$ cat config.mk
export PLATFORM = sky130hd
export DESIGN_NAME = wb_csr_bridge
export DESIGN_NICKNAME = d
export VERILOG_FILES = /design/src/rtl/wb_csr_bridge.sv
export SDC_FILE = /design/constraint.sdc
export NUM_CORES = 1
export LEC_CHECK = 0
export ABC_CLOCK_PERIOD_IN_PS = 5600
export BUFFER_PORTS_ARGS = -buffer_cell sky130_fd_sc_hd__buf_2
export CAP_MARGIN = 20
export CELL_PAD_IN_SITES_DETAIL_PLACEMENT = 0
export CELL_PAD_IN_SITES_GLOBAL_PLACEMENT = 1
export CORE_ASPECT_RATIO = 0.9
export CORE_MARGIN = 2
export CORE_UTILIZATION = 37
export CTS_CLUSTER_DIAMETER = 80
export CTS_CLUSTER_SIZE = 28
export DETAILED_ROUTE_END_ITERATION = 10
export PLACE_DENSITY = 0.94
export SLEW_MARGIN = 20
export SYNTH_ARGS = -nofsm -noshare
export SYNTH_HDL_FRONTEND = slang
export SYNTH_SLANG_ARGS = --single-unit
$ cat constraint.sdc
create_clock -name sys_clk -period 5.6 [get_ports sys_clk]
set_input_delay 0.84 -clock sys_clk [delete_from_list [all_inputs] [get_ports sys_clk]]
set_output_delay 0.84 -clock sys_clk [all_outputs]
set_load 0.01 [all_outputs]
$ cat src/rtl/wb_csr_bridge.sv
// Wishbone classic slave to CSR bus bridge. Each Wishbone cycle turns into
// exactly one registered CSR access followed by a single acknowledge.
module wb_csr_bridge #(
  parameter int csr_addr_w = 14,
  parameter int csr_rd_lat = 1
) (
  input  logic                  sys_clk,
  input  logic                  sys_rst,
  input  logic [31:0]           wb_adr_i,
  input  logic [31:0]           wb_dat_i,
  output logic [31:0]           wb_dat_o,
  input  logic [3:0]            wb_sel_i,
  input  logic [2:0]            wb_cti_i,
  input  logic                  wb_we_i,
  input  logic                  wb_cyc_i,
  input  logic                  wb_stb_i,
  output logic                  wb_ack_o,
  output logic [csr_addr_w-1:0] csr_a,
  output logic                  csr_we,
  output logic [31:0]           csr_do,
  input  logic [31:0]           csr_di
);

  typedef enum logic [1:0] { IDLE, ADDR, RWAIT, ACK } state_t;

  localparam logic [3:0] rd_wait_init = 4'(csr_rd_lat - 1);

  state_t     state;
  state_t     state_next;
  logic       we_q;
  logic [3:0] cnt;
  logic       req;
  logic       unused_inputs;

  assign req = wb_cyc_i & wb_stb_i;

  // Byte selects, cycle type and address bits outside the CSR word window are don't-cares.
  assign unused_inputs = ^{wb_sel_i, wb_cti_i, wb_adr_i[31:csr_addr_w+2], wb_adr_i[1:0]};

  // NOTE: sequential state uses non-blocking assignments so every flop samples pre-edge values.
  always_ff @(posedge sys_clk or posedge sys_rst) begin
    if (sys_rst) state <= IDLE;
    else         state <= state_next;
  end

  always_comb begin
    // NOTE: default assigned first, so no path through the case can infer a latch.
    state_next = state;
    case (state)
      IDLE:    if (req) state_next = ADDR;
      ADDR:    state_next = we_q ? ACK : RWAIT;
      RWAIT:   if (cnt == 4'd0) state_next = ACK;
      ACK:     state_next = IDLE;
      default: state_next = IDLE;
    endcase
  end

  always_ff @(posedge sys_clk or posedge sys_rst) begin
    if (sys_rst) begin
      csr_a    <= '0;
      csr_do   <= '0;
      csr_we   <= 1'b0;
      we_q     <= 1'b0;
      cnt      <= 4'd0;
      wb_dat_o <= '0;
    end else begin
      csr_we <= 1'b0;
      case (state)
        IDLE: begin
          if (req) begin
            csr_a  <= wb_adr_i[csr_addr_w+1:2];
            csr_do <= wb_dat_i;
            csr_we <= wb_we_i;
            we_q   <= wb_we_i;
          end
        end
        ADDR: begin
          if (!we_q) cnt <= rd_wait_init;
        end
        RWAIT: begin
          // Read data is taken only once the slave latency has fully elapsed.
          if (cnt == 4'd0) wb_dat_o <= csr_di;
          else             cnt      <= cnt - 4'd1;
        end
        default: ;
      endcase
    end
  end

  // An aborted cycle (cyc dropped) still finishes on the CSR side, but is never acked.
  assign wb_ack_o = (state == ACK) & wb_cyc_i;

endmodule

# Yosys cells after proc, flatten, opt, wreduce, memory -nomap -nowiden

Index checks and enable logic that the tools add are counted.

Register bits: 86
Output and inout bits: 80
Word-level logic and storage cells: 33

Add/subtract/negate cells: 1
Eq/ne operators: 7
Mux-type cells: 9
Bitwise logic cells: 2
Reduce and logical (&&, ||, !) cells: 7

Operators by type and width:

| operator              | number |
|---|---|
| $mux W4               | 2 |
| $ne A2 B2 Y1 const B  | 4 |
| $pmux W2 S4           | 1 |
| $pmux W4 S2           | 1 |
| $reduce_and A2 Y1     | 3 |
| $eq A2 B2 Y1 const B  | 2 |
| $logic_not A4 Y1      | 1 |
| $mux W2               | 2 |
| $sub A4 B1 Y4 const B | 1 |
| $mux W1               | 3 |
| $reduce_and A3 Y1     | 1 |
| $and A1 B1 Y1         | 2 |
| $eq A2 B1 Y1 const B  | 1 |
| $logic_not A2 Y1      | 1 |
| $reduce_bool A2 Y1    | 1 |

# Longest topological paths before layout

Depth after elaboration: 3
Depth in mapped cells: 8
Mapped depth without buffers: 5

# Worst setup path before layout

OpenSTA, ideal clock, no wires.

Path type: in2out
From: input port wb_cyc_i
To: output port wb_ack_o
Arrival: 1.005 ns
Required time: 4.760 ns
Path slack: 3.755 ns
Stages: 1
Cell sequence: and2_1

Longest elaborated chain between the ends: 1

RTL lines:

| what            | RTL line | text |
|---|---|---|
| start, declared | 15       | `input logic wb_cyc_i,` |
| $and A1 B1 Y1   | 91       | `assign wb_ack_o = (state == ACK) & wb_cyc_i;` |
| end, declared   | 17       | `output logic wb_ack_o,` |

Every way passes these cells.

# Final worst setup path

From: register state[0]
To: register csr_do[1]

Longest elaborated chain between the ends: 2

RTL lines:

| what                        | RTL line | text |
|---|---|---|
| start, declared             | 28       | `state_t state;` |
| start signal, assigned      | 43       | `else state <= state_next;` |
| $logic_not A2 Y1            | 68       | `case (state)` |
| $reduce_and A2 Y1 (no line) | -        |  |
| end signal, assigned        | 72       | `csr_do <= wb_dat_i;` |
| end, declared               | 20       | `output logic [31:0] csr_do,` |

Every way passes these cells.
A chain may end at the register's enable or synchronous reset.

==> impl_results.md <==
* RSZ-0062 raised after global routing: false
* Final setup vio count at 0
* Synth Net Count at 331
* Detailed Place HPWL at 5.03 mm
* Placeable core area at 9040 um2
* Count of cell types in the netlist at 27
* Number of diodes at 0
* Setup clock skew after layout at 9.20 ps
* Overall routing resource usage at 13.7%
* Hold Violations, Final at 0
* Global-route congestion overflow total at 0
* Worst hold slack at 504 ps
* Post-synthesis register bit count at 86
* Power, Total at 2.56 mW
* Post-synthesis average cell area at 15.7 um2
* Max_cap viols at 0
* Clock period minus final worst setup slack at 2170 ps
* Chip width at 105 um
* Cell Int Power at 1.70 mW
* Final setup margin at 3430 ps
* Number of iterations in the first detailed-routing pass at 3
* Maximum fanout encountered on the critical timing path at 25
* Share of total power in combinational logic at 41.1%
* Sequential fraction of design power at 42.3%
* Routed length on met2 at 3.66 mm
* DIE HEIGHT at 95.0 um
* DRC violation count after routing at 0
* Syn. warnings at 0
* Share of the clock period used by the worst path at 38.8%
* Num Clock Sinks at 86
* Post-placement worst setup slack at 3280 ps
* Initial antenna violation count at 0
* H-tree depth at 3
* I/O Buffers at 162
* First-pass GRT wire length at 10.9 mm
* Clock-pin slew on the worst setup and hold paths at 80 ps
* Switching component of the power at 0.858 mW
* Area added between synthesis and finish at 33.6%
* Filler cells at 799
* Library cell used as clock root buffer: sky130_fd_sc_hd__clkbuf_8
* Portion of the post-synthesis area used by sequential elements at 63.2%
* Average wire per cell in the routed design at 13.5 um
* Wire length on met1 at 2.67 mm
* Post-Route Setup TNS at 0 ps
* Hold WC Path Type: flip-flop to flip-flop
* Power Density at 563 nW/um2
* Top Layer Used: met4
* Actual transition at the worst max-transition pin at 756 ps
* Most frequent cells in the layout: sky130_fd_sc_hd__buf_2, sky130_fd_sc_hd__dfrtp_1, sky130_fd_sc_hd__mux2_2
* Most common cell after layout, fill and taps aside: sky130_fd_sc_hd__buf_2
* Type of element launching the critical path: flip-flop
* Final slew viol count at 0
* Initial cell density of the core at 37.7%
* Longest Clk Path Bufs at 2
* Maximum number of pins on one net before global-route repair at 87
* Number of rows in the core area at 33
* Count of buffers added by post-CTS timing repair for setup at 0
* Number of buffers created by CTS at 9
* Path type of the worst setup path: flip-flop to flip-flop
* Source-to-sink clock delay at the later pin of the worst-skew pair at 350 ps
* Die ar. at 9990 um2
* Ports placed on the boundary at 188
* Remaining antenna violation count at 0
* Via count normalized by instance count at 4.63
* Max-slew headroom at 49.6%
* Clock network fraction of total power at 16.6%
* VDD IR-drop max at 317 uV
* Initial DRC count at 52
* Gp weighted congestion at 0.726
* Arrival time of data at the critical path endpoint at 2400 ps
* Crit path capture type: flip-flop
* Routed WL at 6.86 mm
* Required time at the endpoint of the critical path at 5830 ps
* Layout net count at 497
* Post-CTS Resized at 0
* TritonCTS clock tree: yes
* Fraction of layout instances using a drive strength above 1 at 67.5%
* Fmax at 460 MHz
* Run status: finished, final reports clean
* Via count of the first global-routing pass at 2449
* Leakage at 2.28 nW
* Post-synth design cell area at 3410 um2
* Vias after detailed routing at 2363
* Post-Syn Instances at 217
* Final design utilization at 50.3%
* Switching share of power at 33.5%
* Total of hold buffers inserted after clock tree synthesis at 0
* Met3 wire length at 432 um
power groups by stage:
stage	Sequential (mW)	Combinational, mW	Clock [mW]
2_1_floorplan	1.23	0.515	0
3_3_place_gp	1.08	1.03	0
3_5_place_dp	1.10	1.07	0
4_1_cts	1.09	1.07	0.448
5_1_grt	1.13	1.15	0.472
6_report	1.08	1.05	0.425
cells in the mapped netlist:
cell / n / area, um2
sky130_fd_sc_hd__buf_4: 3 / 22.5
sky130_fd_sc_hd__o21ai_0: 3 / 15.0
sky130_fd_sc_hd__a22o_1: 1 / 8.76
sky130_fd_sc_hd__buf_6: 2 / 22.5
sky130_fd_sc_hd__mux2i_1: 2 / 20.0
sky130_fd_sc_hd__a2111oi_0: 1 / 8.76
sky130_fd_sc_hd__inv_1: 6 / 22.5
sky130_fd_sc_hd__and2_1: 2 / 12.5
sky130_fd_sc_hd__nor3_1: 3 / 15.0
sky130_fd_sc_hd__a21oi_1: 1 / 5.00
sky130_fd_sc_hd__a211oi_1: 1 / 7.51
sky130_fd_sc_hd__nand3_1: 1 / 5.00
sky130_fd_sc_hd__a21o_1: 1 / 7.51
sky130_fd_sc_hd__nand2_1: 2 / 7.51
sky130_fd_sc_hd__dfrtp_1: 86 / 2150
sky130_fd_sc_hd__nor2_1: 3 / 11.3
sky130_fd_sc_hd__nand4b_1: 1 / 8.76
sky130_fd_sc_hd__mux2_2: 79 / 890
sky130_fd_sc_hd__buf_2: 5 / 25.0
sky130_fd_sc_hd__and3_1: 1 / 6.26
sky130_fd_sc_hd__o22ai_1: 1 / 6.26
sky130_fd_sc_hd__a31oi_1: 1 / 6.26
sky130_fd_sc_hd__and4bb_1: 1 / 12.5
sky130_fd_sc_hd__o221ai_1: 1 / 8.76
sky130_fd_sc_hd__or3b_1: 2 / 17.5
sky130_fd_sc_hd__ha_1: 6 / 75.1
sky130_fd_sc_hd__nor2b_1: 1 / 6.26
worst max-delay path, stage by stage, from the launching register on:
cell,delay [ps]
sky130_fd_sc_hd__dfrtp_1,420
sky130_fd_sc_hd__inv_1,130
sky130_fd_sc_hd__ha_1,260
sky130_fd_sc_hd__nand3_2,540
sky130_fd_sc_hd__buf_16,400
sky130_fd_sc_hd__mux2_2,290
per-layer routing:
metal | vias to the layer above | GRT usage, %
met3 | 8 | 4.24
met2 | 90 | 24.8
met1 | 1169 | 15.0
li1 | 1096 | -
met5 | - | 0
met4 | 0 | 5.89
area by class of cell:
| class | instances | area [um2] | share of cell area [%] |
|---|---|---|---|
| flip-flops and latches | 86 | 2150 | 47.3 |
| multi-input cells | 115 | 1170 | 25.6 |
| repair buffers | 165 | 857 | 18.8 |
| well taps | 122 | 153 | 3.35 |
| clock buffers | 9 | 124 | 2.72 |
| clock inverters | 7 | 75.1 | 1.65 |
| inverters | 6 | 23.8 | 0.522 |
stage by stage:
stage / cell area [um2] / std cells
after detailed placement: 4350 / 494
after floorplan: 3410 / 217
after global routing: 4550 / 510
after global placement: 4320 / 493
after CTS: 4550 / 510
final: 4550 / 510
worst paths after layout:
check | startpoint | end | slack (ps) | cells after the start
max in group asynchronous | sys_rst | cnt[0] | 4390 | 3
worst max register to register | state[0] | csr_do[1] | 3430 | 5
min in group asynchronous | sys_rst | csr_a[7] | 700 | 3
worst min register to register | wb_dat_o[28] | wb_dat_o[28] | 500 | 1
worst max-delay path | state[0] | csr_do[1] | 3430 | 5
worst min-delay path | wb_dat_o[28] | wb_dat_o[28] | 500 | 1
state kept, by name, summed over array words and instances, names as in the netlist:
register / count
csr_do: 32
csr_a: 14
wb_dat_o: 32
cnt: 4
csr_we: 1
state: 2
we_q: 1
cells by family (layout without fill, tap and decap cells):
| family | count (synthesis) | in the layout | synth area share (%) |
|---|---|---|---|
| compound gates | 11 | 11 | 2.17 |
| fa+ha+maj | 6 | 6 | 2.20 |
| buf+inv | 16 | 187 | 2.72 |
| flops | 86 | 86 | 63.2 |
| mux | 81 | 81 | 26.7 |
| simple gates | 17 | 17 | 3.01 |
Note: power is estimated with default switching activity, not from simulation.
